### config.mk
export PLATFORM = sky130hd
export DESIGN_NAME = traffic_light_ctrl
export DESIGN_NICKNAME = d
export VERILOG_FILES = /design/src/rtl/traffic_pkg.sv /design/src/rtl/traffic_light_ctrl_if.sv /design/src/rtl/tlc_phase_timer.sv /design/src/rtl/traffic_light_ctrl.sv
export SDC_FILE = /design/constraint.sdc
export NUM_CORES = 1
export LEC_CHECK = 0
export CORE_MARGIN = 2
export CORE_UTILIZATION = 30
export DETAILED_ROUTE_END_ITERATION = 10
export SYNTH_ARGS = -nofsm -noshare
export SYNTH_HDL_FRONTEND = slang
export SYNTH_HIERARCHICAL = 1
export SYNTH_SLANG_ARGS = --single-unit
### constraint.sdc
create_clock -name clk -period 2.15 [get_ports clk]
set_input_delay 0.215 -clock clk [delete_from_list [all_inputs] [get_ports clk]]
set_output_delay 0.215 -clock clk [all_outputs]
set_load 0.01 [all_outputs]
### src/rtl/traffic_pkg.sv
// rtl/traffic_pkg.sv - shared light encodings, phase enum and default timings for traffic_light_ctrl
package traffic_pkg;

  localparam logic [2:0] RED    = 3'b100;
  localparam logic [2:0] YELLOW = 3'b010;
  localparam logic [2:0] GREEN  = 3'b001;

  localparam int T_MAIN_DEF = 7;
  localparam int T_TURN_DEF = 5;
  localparam int T_SIDE_DEF = 3;
  localparam int T_YEL_DEF  = 2;
  localparam int CNT_W_DEF  = 4;

  // Encodings 6 and 7 are unused and treated as corrupted state.
  typedef enum logic [2:0] {
    S1 = 3'd0,
    S2 = 3'd1,
    S3 = 3'd2,
    S4 = 3'd3,
    S5 = 3'd4,
    S6 = 3'd5
  } phase_t;

  function automatic phase_t next_phase(input phase_t p);
    case (p)
      S1:      next_phase = S2;
      S2:      next_phase = S3;
      S3:      next_phase = S4;
      S4:      next_phase = S5;
      S5:      next_phase = S6;
      default: next_phase = S1;
    endcase
  endfunction

endpackage

### src/rtl/traffic_light_ctrl_if.sv
// rtl/traffic_light_ctrl_if.sv - phase timer handshake and decoded light heads
interface traffic_light_ctrl_if #(
  parameter int CNT_W = 4
);
  logic             load;
  logic [CNT_W-1:0] dur_m1;
  logic             tc;
  logic [2:0]       light_m1;
  logic [2:0]       light_m2;
  logic [2:0]       light_mt;
  logic [2:0]       light_s;

  modport master (output load, dur_m1, light_m1, light_m2, light_mt, light_s, input tc);
  modport slave  (input load, dur_m1, output tc);
  modport mon    (input light_m1, light_m2, light_mt, light_s);
endinterface

### src/rtl/tlc_phase_timer.sv
// rtl/tlc_phase_timer.sv - per-phase cycle counter with terminal-count pulse
module tlc_phase_timer #(
  parameter int CNT_W = 4
) (
  input  logic                clk,
  input  logic                rst,
  traffic_light_ctrl_if.slave tmr
);
  logic [CNT_W-1:0] count;

  assign tmr.tc = (count == tmr.dur_m1);

  always_ff @(posedge clk) begin
    if (!rst || tmr.load) begin
      count <= '0;
    end else begin
      count <= count + 1'b1;
    end
  end
endmodule

### src/rtl/traffic_light_ctrl.sv
// rtl/traffic_light_ctrl.sv - six-phase timed Moore controller for a T-junction
module traffic_light_ctrl
  import traffic_pkg::*;
#(
  parameter int T_MAIN = T_MAIN_DEF,
  parameter int T_TURN = T_TURN_DEF,
  parameter int T_SIDE = T_SIDE_DEF,
  parameter int T_YEL  = T_YEL_DEF,
  parameter int CNT_W  = CNT_W_DEF
) (
  input  logic       clk,
  input  logic       rst,
  output logic [2:0] light_M1,
  output logic [2:0] light_M2,
  output logic [2:0] light_MT,
  output logic [2:0] light_S
);
  localparam int T_MAX = (T_MAIN > T_TURN ? (T_MAIN > T_SIDE ? (T_MAIN > T_YEL ? T_MAIN : T_YEL)
                                                           : (T_SIDE > T_YEL ? T_SIDE : T_YEL))
                                          : (T_TURN > T_SIDE ? (T_TURN > T_YEL ? T_TURN : T_YEL)
                                                           : (T_SIDE > T_YEL ? T_SIDE : T_YEL)));

  if (T_MAIN < 1 || T_TURN < 1 || T_SIDE < 1 || T_YEL < 1) begin : g_bad_dur
    $fatal(1, "traffic_light_ctrl: phase durations must be at least one cycle");
  end
  if ((T_MAX - 1) >= (1 << CNT_W)) begin : g_bad_width
    $fatal(1, "traffic_light_ctrl: CNT_W too narrow for the longest phase");
  end

  phase_t phase;
  phase_t phase_nxt;
  logic   legal;

  traffic_light_ctrl_if #(.CNT_W(CNT_W)) tif ();

  tlc_phase_timer #(.CNT_W(CNT_W)) u_timer (
    .clk (clk),
    .rst (rst),
    .tmr (tif.slave)
  );

  always_ff @(posedge clk) begin
    if (!rst) begin
      phase <= S1;
    end else begin
      phase <= phase_nxt;
    end
  end

  always_comb begin
    legal        = 1'b1;
    tif.dur_m1   = '0;
    tif.light_m1 = RED;
    tif.light_m2 = RED;
    tif.light_mt = RED;
    tif.light_s  = RED;
    case (phase)
      S1: begin
        tif.dur_m1   = CNT_W'(T_MAIN - 1);
        tif.light_m1 = GREEN;
        tif.light_m2 = GREEN;
      end
      S2: begin
        tif.dur_m1   = CNT_W'(T_YEL - 1);
        tif.light_m1 = GREEN;
        tif.light_m2 = YELLOW;
      end
      S3: begin
        tif.dur_m1   = CNT_W'(T_TURN - 1);
        tif.light_m1 = GREEN;
        tif.light_mt = GREEN;
      end
      S4: begin
        tif.dur_m1   = CNT_W'(T_YEL - 1);
        tif.light_m1 = YELLOW;
        tif.light_mt = YELLOW;
      end
      S5: begin
        tif.dur_m1   = CNT_W'(T_SIDE - 1);
        tif.light_s  = GREEN;
      end
      S6: begin
        tif.dur_m1   = CNT_W'(T_YEL - 1);
        tif.light_s  = YELLOW;
      end
      default: legal = 1'b0;
    endcase

    // A corrupted phase restarts the cycle with a fresh count.
    tif.load = tif.tc | ~legal;
    if (!legal) begin
      phase_nxt = S1;
    end else if (tif.tc) begin
      phase_nxt = next_phase(phase);
    end else begin
      phase_nxt = phase;
    end
  end

  assign light_M1 = tif.light_m1;
  assign light_M2 = tif.light_m2;
  assign light_MT = tif.light_mt;
  assign light_S  = tif.light_s;
endmodule

==> flow_metrics.env <==
export IMPL_status="finished, final reports clean"
export IMPL_nets=72
export IMPL_num_vias=379
export IMPL_critPathSlowestCell="dfxtp_1"
export IMPL_crit_fanout=9
export IMPL_hold_viol_final=0
export IMPL_drt_iter0_drc=2
export IMPL_clock_latency_ps=250
export IMPL_grt_use_total_pct=11.3
export IMPL_io_buffer_count=13
export IMPL_cts_made_buffers=3
export IMPL_max_cap_violations=0
export IMPL_cpPeakStageDelay_ps=510
export IMPL_die_area_sq_mm=0.00182
export IMPL_syn_area_per_cell_sq_um=8.48
export IMPL_worst_slack_ps=256
export IMPL_grt_pass1_wl_um=1520
export IMPL_seq_area_frac_synth_pct=31.2
export IMPL_maxSlewViolCount=0
export IMPL_gp_congestion=0.681
export IMPL_min_period_ps=1890
export IMPL_power_density_mw_per_mm2=462
export IMPL_antenna_found_initial=0
export IMPL_synth_seq_cells=7
export IMPL_drive_gt1_share_pct=14.7
export IMPL_cts_num_sinks=7
export IMPL_dp_slack_ps=271
export IMPL_syn_nets=56
export IMPL_grt_pass1_vias=366
export IMPL_syn_inst=53
export IMPL_layout_common_cells="clkdlybuf4s50_1 (13), nor2_1 (10), dfxtp_1 (7)"
export IMPL_worstPathArrival_ps=2070
export IMPL_yosysUniqueCellTypes=27
export IMPL_fmaxAchievable_ghz=0.528
export IMPL_grt_max_degree=10
export IMPL_hp_class="reg -> reg"
export IMPL_clockBufferDepth=2
export IMPL_mostFrequentLayoutCell="clkdlybuf4s50_1"
export IMPL_postRouteAntennaNets=0
export IMPL_ys_warnings_count=6
export IMPL_wl_um=843
export IMPL_grt_overflow_total=0
export IMPL_yosys_top_cells_area="dfxtp_1 (31%), xor2_1 (12%), nor2_1 (8.4%), nand2b_4 (6.1%), buf_6 (5.0%)"
export IMPL_startpoint_type="flip-flop"
export IMPL_area_growth_pct=34.8
export IMPL_rows=13
export IMPL_fin_tns_setup_ps=0
export IMPL_remaining_drc_errors=0
export IMPL_cts_resized_gates=0
export IMPL_viasPerCell=4.57
export IMPL_setup_viol=0
export IMPL_cp_top_family="simple AND/OR/NAND/NOR gates"
export IMPL_skew_ps=1.13
export IMPL_leakagePower_nw=0.253
export IMPL_crit_chain="inv_1 > a21oi_1 > xor2_1 > nor4_1 > buf_4 > nand2_2 > xor2_1 > nor3b_2"
export IMPL_num_fill_cells=145
export IMPL_cts_setup_buffers=0
export IMPL_cp_end_kind="flip-flop"
export IMPL_dp_hpwl_um=655
export IMPL_cts_tree="done"
export IMPL_cts_root_buffer="clkbuf_4"
export IMPL_synth_top_area_share_pct=31.2
export IMPL_die_x_um=42.7
export IMPL_worst_ir_drop_vdd_mv=0.265
export IMPL_wire_per_inst_um=10.2
export IMPL_critPathRequiredTime_ps=2330
export IMPL_clkTransAtPathRegs_ps=50
export IMPL_critPathMostFrequentCell="xor2_1"
export IMPL_crit_type="reg -> reg"
export IMPL_h_tree_depth=1
export IMPL_critPathBufInv=2
export IMPL_drt_pass1_iterations=4
export IMPL_rsz0062_at_grt="no"
export IMPL_core_sq_mm=0.00135
export IMPL_yosysTopAreaCell="dfxtp_1"
export IMPL_antenna_cells=0
export IMPL_netlist_area_sq_um=449
export IMPL_die_y_um=42.7
export IMPL_fin_crit_sh_pct=88.1
export IMPL_start_util_pct=33.3
export IMPL_cts_hold_buffers=0
export IMPL_io_pins=14
==> Yosys cell counts <==
master	count
buf_6	2
xor2_1	6
and3_1	1
mux2i_1	1
nand2b_4	2
and2_1	1
nor2_1	10
clkbuf_1	1
nor4_1	1
nand3_1	1
nor2_2	1
dfxtp_1	7
o21a_1	1
or3b_1	1
ha_1	1
buf_4	1
or2_1	1
nor3_1	1
nand2b_1	2
a21oi_1	3
xnor2_1	1
inv_1	2
nor3b_2	1
nand2_2	1
nand3b_1	1
conb_1	1
nand2_1	1
==> state kept, by name (all words and copies together), names as in the netlist <==
register / cells
phase: 3
u_timer/count: 4
==> power by group <==
| group | internal (mW) | total (mW) | switching (mW) |
|---|---|---|---|
| clock | 0.0708 | 0.118 | 0.0473 |
| sequential | 0.135 | 0.141 | 0.00582 |
| combinational | 0.0111 | 0.0204 | 0.00939 |
| total | 0.217 | 0.280 | 0.0625 |
==> layout make-up <==
type | instances | area (sq um) | share of cell area, %
multi-input combinational | 40 | 268 | 44.2
clock buffer | 4 | 26.3 | 4.34
tap | 15 | 18.8 | 3.10
inverter | 2 | 7.51 | 1.24
sequential | 7 | 140 | 23.1
timing repair buffer | 15 | 145 | 24.0
==> stage by stage <==
| stage | cells | hold slack, ps | utilization, % | power [mW] | area, sq um |
|---|---|---|---|---|---|
| floorplan | 53 | 333 | - | 0.157 | 449 |
| global placement | 79 | 460 | 42.9 | 0.164 | 579 |
| CTS | 83 | 487 | 44.9 | 0.289 | 606 |
| detailed placement | 79 | 475 | 42.9 | 0.165 | 579 |
| finish | 83 | 479 | 44.9 | 0.280 | 606 |
| global route | 83 | 529 | 44.9 | 0.302 | 606 |
==> cell families after synthesis <==
family                     after synthesis  share of synthesized area, %
AOI/OAI and AO/OA                        4                          5.01
xor gates and xnor gates                 7                          13.6
adders and majority gates                1                          2.79
buffers and inverters                    6                          9.19
DFF                                      7                          31.2
muxes                                    1                          2.23
other                                    1                         0.835
and+or+nand+nor                         26                          35.1
==> path summary, 6_finish.rpt <==
check,from,end,slack (ps),depth (start not counted)
hold reg to reg,u_timer/count[0],u_timer/count[0],480,1
setup / recovery,phase[0],phase[1],260,8
hold / removal,u_timer/count[0],u_timer/count[0],480,1
setup reg to reg,phase[0],phase[1],260,8
==> metal layers <==
metal	track usage [%]	part of all wire, %
met5	0	0
met4	9.38	0
met3	1.28	6.5
met2	17.9	43
met1	13.4	50
Note: power is estimated with default switching activity, not from simulation.
